**src/rtl/neuron_pkg.sv**
```systemverilog
// -----------------------------------------------------------------------------
// neuron_pkg
// Shared definitions for the neuron scheduler slice.
//   - default neuron count and potential width
//   - scheduler state enumeration
//   - idx_width(): bits needed to address one neuron (never less than 1)
// -----------------------------------------------------------------------------
package neuron_pkg;

    localparam int N_NEURONS_DEF = 4;
    localparam int WIDTH_DEF     = 8;
    localparam int FRAME_W       = 8;

    typedef enum logic [1:0] {
        IDLE = 2'd0,
        RUN  = 2'd1,
        DONE = 2'd2
    } sched_state_e;

    // A two-neuron bank still needs one address bit, so clamp at 1.
    function automatic int idx_width(input int n);
        return (n > 2) ? $clog2(n) : 1;
    endfunction

endpackage

```
**src/rtl/potential_bank.sv**
```systemverilog
// -----------------------------------------------------------------------------
// potential_bank
// Membrane potential storage, N_NEURONS entries of WIDTH bits.
// Ports:
//   clk_i     rising-edge clock
//   reset_i   asynchronous active-high clear of every entry
//   we_i      write enable
//   waddr_i   write address (neuron index)
//   wdata_i   write data (new potential)
//   raddr_i   read address (neuron index)
//   rdata_o   combinational read data
// -----------------------------------------------------------------------------
module potential_bank
    import neuron_pkg::*;
#(
    parameter int N_NEURONS = N_NEURONS_DEF,
    parameter int WIDTH     = WIDTH_DEF
) (
    input  logic                             clk_i,
    input  logic                             reset_i,
    input  logic                             we_i,
    input  logic [idx_width(N_NEURONS)-1:0]  waddr_i,
    input  logic [WIDTH-1:0]                 wdata_i,
    input  logic [idx_width(N_NEURONS)-1:0]  raddr_i,
    output logic [WIDTH-1:0]                 rdata_o
);

    logic [WIDTH-1:0] mem_q [N_NEURONS];

    // Single write port; reset wipes every potential back to rest.
    always_ff @(posedge clk_i or posedge reset_i) begin
        if (reset_i) begin
            for (int i = 0; i < N_NEURONS; i++) begin
                mem_q[i] <= '0;
            end
        end else if (we_i) begin
            mem_q[waddr_i] <= wdata_i;
        end
    end

    // Asynchronous read so the datapath sees the potential in the same
    // cycle the index is presented.
    assign rdata_o = mem_q[raddr_i];

endmodule

```
**src/rtl/neuron_scheduler.sv**
```systemverilog
// -----------------------------------------------------------------------------
// neuron_scheduler
// Time-multiplexes N_NEURONS virtual neurons onto one shared
// synapse/adder/leak datapath. A frame of pre-synaptic spikes is latched,
// each neuron is evaluated in turn through a req/ack handshake, and the
// resulting post-synaptic spike vector is published with a one-cycle pulse.
// Ports:
//   clk_i, reset_i     clock, asynchronous active-high reset
//   frame_valid_i      new frame offered
//   frame_spikes_i     pre-synaptic spike vector of the frame
//   frame_learn_i      enable learning for the frame
//   frame_ready_o      scheduler can accept a frame
//   dp_req_o           request to the shared datapath
//   dp_neuron_o        index of the neuron under evaluation
//   dp_spikes_o        latched frame spikes
//   dp_potential_o     stored potential of dp_neuron_o
//   dp_learn_o         latched learn flag, only while requesting
//   dp_ack_i           datapath result valid
//   dp_sum_i           new potential from the datapath
//   dp_overflow_i      adder carry-out, neuron fires
//   spikes_valid_o     one-cycle pulse for a completed frame
//   spikes_o           post-synaptic spike vector of the completed frame
//   busy_o             frame in progress
// -----------------------------------------------------------------------------
module neuron_scheduler
    import neuron_pkg::*;
#(
    parameter int N_NEURONS = N_NEURONS_DEF,
    parameter int WIDTH     = WIDTH_DEF
) (
    input  logic                             clk_i,
    input  logic                             reset_i,
    input  logic                             frame_valid_i,
    input  logic [FRAME_W-1:0]               frame_spikes_i,
    input  logic                             frame_learn_i,
    output logic                             frame_ready_o,
    output logic                             dp_req_o,
    output logic [idx_width(N_NEURONS)-1:0]  dp_neuron_o,
    output logic [FRAME_W-1:0]               dp_spikes_o,
    output logic [WIDTH-1:0]                 dp_potential_o,
    output logic                             dp_learn_o,
    input  logic                             dp_ack_i,
    input  logic [WIDTH-1:0]                 dp_sum_i,
    input  logic                             dp_overflow_i,
    output logic                             spikes_valid_o,
    output logic [N_NEURONS-1:0]             spikes_o,
    output logic                             busy_o
);

    localparam int               IDX_W    = idx_width(N_NEURONS);
    localparam logic [IDX_W-1:0] LAST_IDX = IDX_W'(N_NEURONS - 1);

    sched_state_e         state_q;
    logic [IDX_W-1:0]     index_q;
    logic [IDX_W-1:0]     index_d;
    logic [FRAME_W-1:0]   spikes_lat_q;
    logic                 learn_lat_q;
    logic [N_NEURONS-1:0] spikes_q;
    logic [N_NEURONS-1:0] spikes_d;
    logic                 spikes_valid_q;
    logic                 dp_req_q;
    logic                 frame_ready_q;

    logic                 commit;
    logic [WIDTH-1:0]     bank_wdata;
    logic [WIDTH-1:0]     bank_rdata;

    // An acknowledge only counts while a request is outstanding.
    assign commit = dp_req_q && dp_ack_i;

    // A firing neuron restarts from zero instead of keeping the wrapped sum.
    assign bank_wdata = dp_overflow_i ? '0 : dp_sum_i;

    // Next index and the spike vector with the current neuron's result folded in.
    always_comb begin
        index_d           = index_q + IDX_W'(1);
        spikes_d          = spikes_q;
        spikes_d[index_q] = dp_overflow_i;
    end

    potential_bank #(
        .N_NEURONS (N_NEURONS),
        .WIDTH     (WIDTH)
    ) u_bank (
        .clk_i   (clk_i),
        .reset_i (reset_i),
        .we_i    (commit),
        .waddr_i (index_q),
        .wdata_i (bank_wdata),
        .raddr_i (index_q),
        .rdata_o (bank_rdata)
    );

    // Frame sequencer. frame_ready stays low through reset and rises one
    // cycle after release; it drops as soon as a frame is taken so a frame
    // held on the input during RUN/DONE is never accepted twice.
    always_ff @(posedge clk_i or posedge reset_i) begin
        if (reset_i) begin
            state_q        <= IDLE;
            index_q        <= '0;
            spikes_lat_q   <= '0;
            learn_lat_q    <= 1'b0;
            spikes_q       <= '0;
            spikes_valid_q <= 1'b0;
            dp_req_q       <= 1'b0;
            frame_ready_q  <= 1'b0;
        end else begin
            case (state_q)
                IDLE: begin
                    spikes_valid_q <= 1'b0;
                    if (frame_valid_i && frame_ready_q) begin
                        spikes_lat_q  <= frame_spikes_i;
                        learn_lat_q   <= frame_learn_i;
                        spikes_q      <= '0;
                        index_q       <= '0;
                        dp_req_q      <= 1'b1;
                        frame_ready_q <= 1'b0;
                        state_q       <= RUN;
                    end else begin
                        frame_ready_q <= 1'b1;
                    end
                end
                RUN: begin
                    if (commit) begin
                        spikes_q <= spikes_d;
                        if (index_q == LAST_IDX) begin
                            dp_req_q       <= 1'b0;
                            spikes_valid_q <= 1'b1;
                            state_q        <= DONE;
                        end else begin
                            index_q <= index_d;
                        end
                    end
                end
                DONE: begin
                    spikes_valid_q <= 1'b0;
                    frame_ready_q  <= 1'b1;
                    index_q        <= '0;
                    state_q        <= IDLE;
                end
                default: begin
                    spikes_valid_q <= 1'b0;
                    dp_req_q       <= 1'b0;
                    frame_ready_q  <= 1'b0;
                    state_q        <= IDLE;
                end
            endcase
        end
    end

    assign frame_ready_o  = frame_ready_q;
    assign dp_req_o       = dp_req_q;
    assign dp_neuron_o    = index_q;
    assign dp_spikes_o    = spikes_lat_q;
    assign dp_potential_o = bank_rdata;
    assign dp_learn_o     = dp_req_q && learn_lat_q;
    assign spikes_valid_o = spikes_valid_q;
    assign spikes_o       = spikes_q;
    assign busy_o         = (state_q != IDLE);

endmodule

```
**config.mk**
```make
export PLATFORM = sky130hd
export DESIGN_NAME = neuron_scheduler
export DESIGN_NICKNAME = d
export VERILOG_FILES = /design/src/rtl/neuron_pkg.sv /design/src/rtl/potential_bank.sv /design/src/rtl/neuron_scheduler.sv
export SDC_FILE = /design/constraint.sdc
export NUM_CORES = 1
export LEC_CHECK = 0
export CAP_MARGIN = 20
export CORE_MARGIN = 2
export CORE_UTILIZATION = 35
export CTS_BUF_LIST = sky130_fd_sc_hd__clkbuf_4 sky130_fd_sc_hd__clkbuf_8
export DETAILED_ROUTE_END_ITERATION = 10
export PLACE_DENSITY_LB_ADDON = 0.3
export SKIP_LAST_GASP = 1
export SLEW_MARGIN = 25
export SYNTH_ARGS = -nofsm -noshare
export SYNTH_HDL_FRONTEND = slang
export SYNTH_SLANG_ARGS = --single-unit
```
**constraint.sdc**
```tcl
create_clock -name clk_i -period 2.7 [get_ports clk_i]
set_input_delay 0.81 -clock clk_i [delete_from_list [all_inputs] [get_ports clk_i]]
set_output_delay 0.81 -clock clk_i [all_outputs]
set_load 0.02 [all_outputs]
```
==> impl_metrics.py, run 1 <==
metrics = {
    "route": {
        "wl_um": 5180,
        "drtAntennaViolNets": 0,
        "routedWlPerCell_um": 14.8,
        "firstDrtPassIters": 4,
        "num_vias": 1757,
        "drt_iter0_drc": 82,
        "vias_per_cell": 5.01,
        "route.detailed.drc": 0,
    },
    "yosys": {
        "synth_largest_area_cell": "dfrtp_1",
        "yosys_warnings": 0,
        "synthTopCellsByArea": "dfrtp_1 55%, nand2_1 10%, o21ai_0 7.7%, mux4_2 7.7%, nand2b_1 2.4%",
        "synth.most_common_cell": "nand2_1",
        "syn_nets": 245,
        "synth_edf_count": 0,
        "ys.flop_type": "dfrtp_1",
        "syn_area_um2": 2350,
        "synth_commonest_cells": "63 x nand2_1, 52 x dfrtp_1, 36 x o21ai_0, 9 x nand2b_1, 8 x mux4_2",
        "ys_ff_latch": 52,
        "avgSynthCellArea_um2": 10.7,
        "netlist_instances": 219,
        "synth_top_area_share_pct": 55.4,
        "yosysSeqAreaShare_pct": 55.4,
        "synth_cell_types": 31,
        "postSynth.asyncResetShare_pct": 100,
    },
    "cts": {
        "tritoncts": "built",
        "cts_root_buf": "clkbuf_8",
        "clock_latency_ns": 0.31,
        "numCtsBuffers": 5,
        "clk_pin_slew_ns": 0.09,
        "clockBufferDepth": 2,
        "cts_max_level": 2,
        "clock-sinks": 52,
    },
    "final_layout": {
        "multi_input_area_um2": 961,
        "final_area_um2": 3070,
        "seq_area_um2": 1300,
        "n_antenna_cell": 0,
        "layout-drive-gt1-share_pct": 13.9,
        "area_growth_syn_to_layout_pct": 30.5,
        "fill_cells": 615,
        "nets": 299,
    },
    "critical_path": {
        "cp_max_fo": 6,
        "setup.worst_path.end_class": "primary output",
        "crit_type": "flop to primary output",
        "worstPathArrival_ns": 1.71,
        "cp.required_ns": 1.89,
        "setup.worst_path.start_class": "flop",
    },
    "sta": {
        "setup_viol": 0,
        "skew_ns": 0.00832,
        "tns_ns": 0,
        "period_minus_slack_ns": 2.52,
        "tightest_slew_ns": 0.498,
        "rsz0062_at_grt": "false",
        "hold_slack_ns": 0.481,
        "slew_violations": 0,
        "slew_headroom_pct": 66.7,
        "period_share_pct": 93.3,
        "max_freq_mhz": 397,
        "hold_viol_final": 0,
    },
    "die": {
        "die_area_um2": 7380,
        "std_cell_rows": 29,
        "die_x_um": 85.9,
        "start_util_pct": 36.6,
        "die_h_um": 85.9,
        "boundaryPins": 49,
        "coreArea_um2": 6420,
    },
    "global_route": {
        "grt_pass1_wl_um": 8960,
        "antenna_found_initial": 0,
        "grt_pass1_vias": 1801,
        "grt_start_max_net_pins": 34,
        "grt_usage_pct": 15.8,
        "overflow": 0,
    },
    "power_and_ir_drop": {
        "irDropWorstVdd_uv": 243,
        "finalPower_mw": 1.32,
        "p_leak_nw": 1.49,
        "p_per_area_nw_per_um2": 430,
    },
    "outcome": {
        "outcome": "complete, no violations",
    },
    "placed_design": {
        "place_hpwl_um": 3550,
        "portBuffers": 48,
        "place.gp.congestion": 0.708,
        "postPlaceCellArea_um2": 2930,
    },
    "flow_run": {
        "maxCapViolCount": 0,
    },
    "worst_hold_path": {
        "min_path_type": "flop to flop",
    },
}
## sequential cells by signal, indices dropped and copies added (netlist names)
| register | cells |
|---|---|
| u_bank.mem_q | 32 |
| frame_ready_o | 1 |
| learn_lat_q | 1 |
| dp_neuron_o | 2 |
| dp_req_o | 1 |
| dp_spikes_o | 8 |
| state_q | 2 |
| spikes_valid_o | 1 |
| spikes_o | 4 |
## path summary, 6_finish.rpt
kind | startpoint | endpoint | slack [ns] | cells past startpoint
setup / recovery | dp_neuron_o[0] | dp_potential_o[6] | 0.18 | 3
hold / removal | learn_lat_q | learn_lat_q | 0.48 | 2
setup reg to reg | dp_neuron_o[0] | dp_neuron_o[1] | 1.04 | 4
hold reg to reg | learn_lat_q | learn_lat_q | 0.48 | 2
max in group asynchronous | reset_i | dp_neuron_o[1] | 1.35 | 3
min in group asynchronous | reset_i | dp_spikes_o[1] | 0.82 | 2
## report_power, final
part           internal [mW]  total, mW  switching [mW]
registers              0.778      0.778               0
clock network          0.219      0.477           0.258
logic                 0.0332     0.0640          0.0309
## cells in the final DEF, fill, tap and decap left out
master	count
dfrtp_2	2
and2_1	2
dlymetal6s2s_1	7
dlygate4sd2_1	1
buf_4	10
mux2i_1	3
dfrtp_1	50
buf_12	1
nand2_1	63
and3_1	1
nand3_1	4
or2_2	1
a211o_1	1
o21ai_2	3
inv_1	3
o21a_1	1
nand2b_1	9
a22o_1	1
ha_1	4
o221a_1	1
nand2b_4	1
inv_2	1
nand4bb_1	1
clkinvlp_4	1
nor3b_1	1
and4b_4	2
o21ai_0	36
and4bb_4	1
o22a_1	2
a21oi_1	3
nor3_1	1
mux4_2	8
clkbuf_4	1
clkdlybuf4s50_1	40
clkbuf_8	6
o22ai_1	1
## layout make-up
class | count | area share (%)
Sequential cell | 52 | 42.5
Multi-Input combinational cell | 151 | 31.3
Timing Repair Buffer | 59 | 19.3
Tap cell | 77 | 3.14
Clock buffer | 7 | 2.94
Inverter | 4 | 0.490
Clock inverter | 1 | 0.245
## stage by stage
step | util [%] | setup WS (ns) | instances
after floorplan | - | 0.508 | 219
after CTS | 47.2 | 0.00127 | 349
final | 47.7 | 0.181 | 351
after detailed placement | 45.7 | 0.230 | 341
after global routing | 47.7 | 0.0889 | 351
after global placement | 45.7 | 0.229 | 341
## logic make-up (layout without fill, tap and decap cells)
family          Yosys count  count (layout)  synth area share, %
compound gates           49              49                 12.0
fa+ha+maj                 4               4                 2.13
buf+inv                  16              71                 3.68
flops                    52              52                 55.4
mux                      11              11                 8.95
simple gates             87              87                 17.8
## metal layers
layer  up-vias  wire [µm]  share of wire, %  GRT usage, %
met3         6        211               4.1          3.27
met1       859       2500                48          22.1
met5         -          0                 0             0
met2        39       2370                46          23.7
met4         0         98               1.9          6.93
li1        853          -                 -             -
## repair_timing
action | in CTS | in global routing
cloned | 0 | 0
resized for setup | 3 | 7
hold buffers | 0 | 0
buffers inserted | 0 | 2
setup endpoints to repair | 8 | 7
## critical path, cell delays in order, from the launching register on
cell           delay [ns]
dfrtp_2              0.45
buf_4                0.14
mux4_2               0.47
dlygate4sd2_1        0.34
Note: power is estimated with default switching activity, not from simulation.
==> inputs of run 2 (changes only) <==
--- a/config.mk
+++ b/config.mk
@@ -10,7 +10,9 @@
 export CORE_UTILIZATION = 35
 export CTS_BUF_LIST = sky130_fd_sc_hd__clkbuf_4 sky130_fd_sc_hd__clkbuf_8
 export DETAILED_ROUTE_END_ITERATION = 10
+export GPL_TIMING_DRIVEN = 1
 export PLACE_DENSITY_LB_ADDON = 0.3
+export SETUP_SLACK_MARGIN = 0.02
 export SKIP_LAST_GASP = 1
 export SLEW_MARGIN = 25
 export SYNTH_ARGS = -nofsm -noshare
==> run 2 against run 1 <==
Net effect:
- cell count did not move
- cell area did not move
- critical path depth did not move
- register-to-register slack barely moved
- non-clock buffer count did not move
- first-iteration DRC count did not move
- flip-flop and latch count did not move
- global-route usage barely moved
- core utilization did not move
- clock power barely moved
- combinational power barely moved
==> impl_metrics.py, run 2 (same netlist as run 1, synthesis figures left out) <==
metrics = {
    "global_route": {
        "overflow": 0,
        "grt_pass1_vias": 1801,
        "antenna_found_initial": 0,
        "grt_start_max_net_pins": 34,
        "grt_pass1_wl_um": 8960,
        "grt_usage_pct": 15.8,
    },
    "critical_path": {
        "setup.worst_path.end_class": "primary output",
        "cp_top_family": "buffers and inverters",
        "crit_type": "flop to primary output",
        "cp_slowest_cell": "mux4_2",
        "setup.worst_path.start_class": "flop",
        "crit_chain": "buf_4 > mux4_2 > dlygate4sd2_1",
        "cp_max_fo": 6,
        "cp.required_ns": 1.89,
        "cp_slowest_stage_delay_ns": 0.47,
        "worst-path-buf-inv": 2,
        "worstPathArrival_ns": 1.71,
    },
    "route": {
        "drt_iter0_drc": 82,
        "num_vias": 1756,
        "drtAntennaViolNets": 0,
        "routedWlPerCell_um": 14.7,
        "vias_per_cell": 5.00,
        "route.detailed.drc": 0,
        "firstDrtPassIters": 4,
        "wl_um": 5180,
    },
    "sta": {
        "setup_viol": 0,
        "max_freq_mhz": 397,
        "slew_violations": 0,
        "slew_headroom_pct": 66.7,
        "period_minus_slack_ns": 2.52,
        "tightest_slew_ns": 0.498,
        "hold_viol_final": 0,
        "skew_ns": 0.00832,
        "rsz0062_at_grt": "false",
        "period_share_pct": 93.3,
        "tns_ns": 0,
    },
    "cts": {
        "clockBufferDepth": 2,
        "cts_max_level": 2,
        "cts_root_buf": "clkbuf_8",
        "numCtsBuffers": 5,
        "tritoncts": "built",
        "clock-sinks": 52,
        "clk_pin_slew_ns": 0.09,
        "hold_buffers": 0,
        "clock_latency_ns": 0.31,
    },
    "die": {
        "coreArea_um2": 6420,
        "boundaryPins": 49,
        "start_util_pct": 36.6,
        "die_x_um": 85.9,
        "die_area_um2": 7380,
        "die_h_um": 85.9,
        "std_cell_rows": 29,
    },
    "final_layout": {
        "largest-register": "u_bank.mem_q",
        "layout_common_cells": "63 x nand2_1, 50 x dfrtp_1, 40 x clkdlybuf4s50_1, 36 x o21ai_0, 10 x buf_4",
        "layout-drive-gt1-share_pct": 13.9,
        "largest_register_ffs": 32,
        "nets": 299,
        "n_antenna_cell": 0,
        "final_common_cell": "nand2_1",
        "area_growth_syn_to_layout_pct": 30.5,
    },
    "power_and_ir_drop": {
        "irDropWorstVdd_uv": 243,
        "p_leak_nw": 1.49,
        "finalPower_mw": 1.32,
        "p_per_area_nw_per_um2": 430,
    },
    "placed_design": {
        "place.gp.congestion": 0.708,
        "portBuffers": 48,
        "place_hpwl_um": 3550,
    },
    "flow_run": {
        "maxCapViolCount": 0,
    },
    "worst_hold_path": {
        "min_path_type": "flop to flop",
    },
    "outcome": {
        "outcome": "complete, no violations",
    },
}
run 2: cell counts in the layout (fill, tap and decap cells not counted):
Identical to the previous run, type by type.
run 2: timing repair:
item	CTS	global route
setup buffers	1	1
cloned	0	0
endpoints found under the hold margin	0	0
resized for setup	3	7
pin swaps	0	0
endpoints found under the setup margin	8	7
run 2: routing by layer:
metal / vias to the layer above / wire (µm) / track usage, % / share of wire (%)
met5: - / 0 / 0 / 0
met4: 0 / 98 / 6.93 / 1.9
met3: 6 / 211 / 3.27 / 4.1
met2: 39 / 2370 / 23.6 / 46
met1: 857 / 2500 / 22.3 / 48
li1: 854 / - / - / -
run 2: path summary, 6_finish.rpt:
| kind | from | to | slack, ns | cells past startpoint |
|---|---|---|---|---|
| max reg2reg | dp_neuron_o[0] | dp_neuron_o[1] | 1.04 | 4 |
| min reg2reg | learn_lat_q | learn_lat_q | 0.48 | 2 |
| max | dp_neuron_o[0] | dp_potential_o[6] | 0.18 | 3 |
| max in group asynchronous | reset_i | dp_neuron_o[1] | 1.35 | 3 |
| min in group asynchronous | reset_i | dp_spikes_o[1] | 0.82 | 2 |
| min | learn_lat_q | learn_lat_q | 0.48 | 2 |
run 2: layout make-up:
| cell class | count | area [µm²] |
|---|---|---|
| inverter | 4 | 15.0 |
| clock inverter | 1 | 7.51 |
| clock buffer | 7 | 90.1 |
| sequential | 52 | 1300 |
| multi-input combinational | 151 | 961 |
| timing repair buffer | 59 | 592 |
| tap | 77 | 96.3 |
| fill | 614 | 3360 |
run 2: worst register-to-register path: cells and delay by family (launching register included):
family,cells,cell delay (ns)
flip-flops,1,0.47
adder cells (fa/ha/maj),1,0.31
buffers and inverters,1,0.20
AO/OA/AOI/OAI,2,0.57
run 2: metrics by stage:
| step | util, % | std cells | hold WS (ns) | instance area [µm²] | setup WS, ns |
|---|---|---|---|---|---|
| 2_1_floorplan | - | 219 | 0.438 | 2350 | 0.508 |
| 6_report | 47.7 | 351 | 0.481 | 3070 | 0.181 |
| 4_1_cts | 47.3 | 350 | 0.484 | 3040 | 0.0296 |
| 3_3_place_gp | 45.7 | 341 | 0.453 | 2930 | 0.229 |
| 3_5_place_dp | 45.7 | 341 | 0.460 | 2930 | 0.230 |
| 5_1_grt | 47.7 | 351 | 0.512 | 3070 | 0.0887 |
run 2: power breakdown:
group	total, mW	switching [mW]	internal (mW)
sequential	0.778	0	0.778
combinational	0.0640	0.0309	0.0332
clock	0.477	0.258	0.219
total	1.32	0.289	1.03
==> inputs of run 3 (changes only) <==
--- a/config.mk
+++ b/config.mk
@@ -5,7 +5,6 @@
 export SDC_FILE = /design/constraint.sdc
 export NUM_CORES = 1
 export LEC_CHECK = 0
-export CAP_MARGIN = 20
 export CORE_MARGIN = 2
 export CORE_UTILIZATION = 35
 export CTS_BUF_LIST = sky130_fd_sc_hd__clkbuf_4 sky130_fd_sc_hd__clkbuf_8
==> results of run 3 <==
No change in the layout: final DEF, timing and power equal those of run 2.
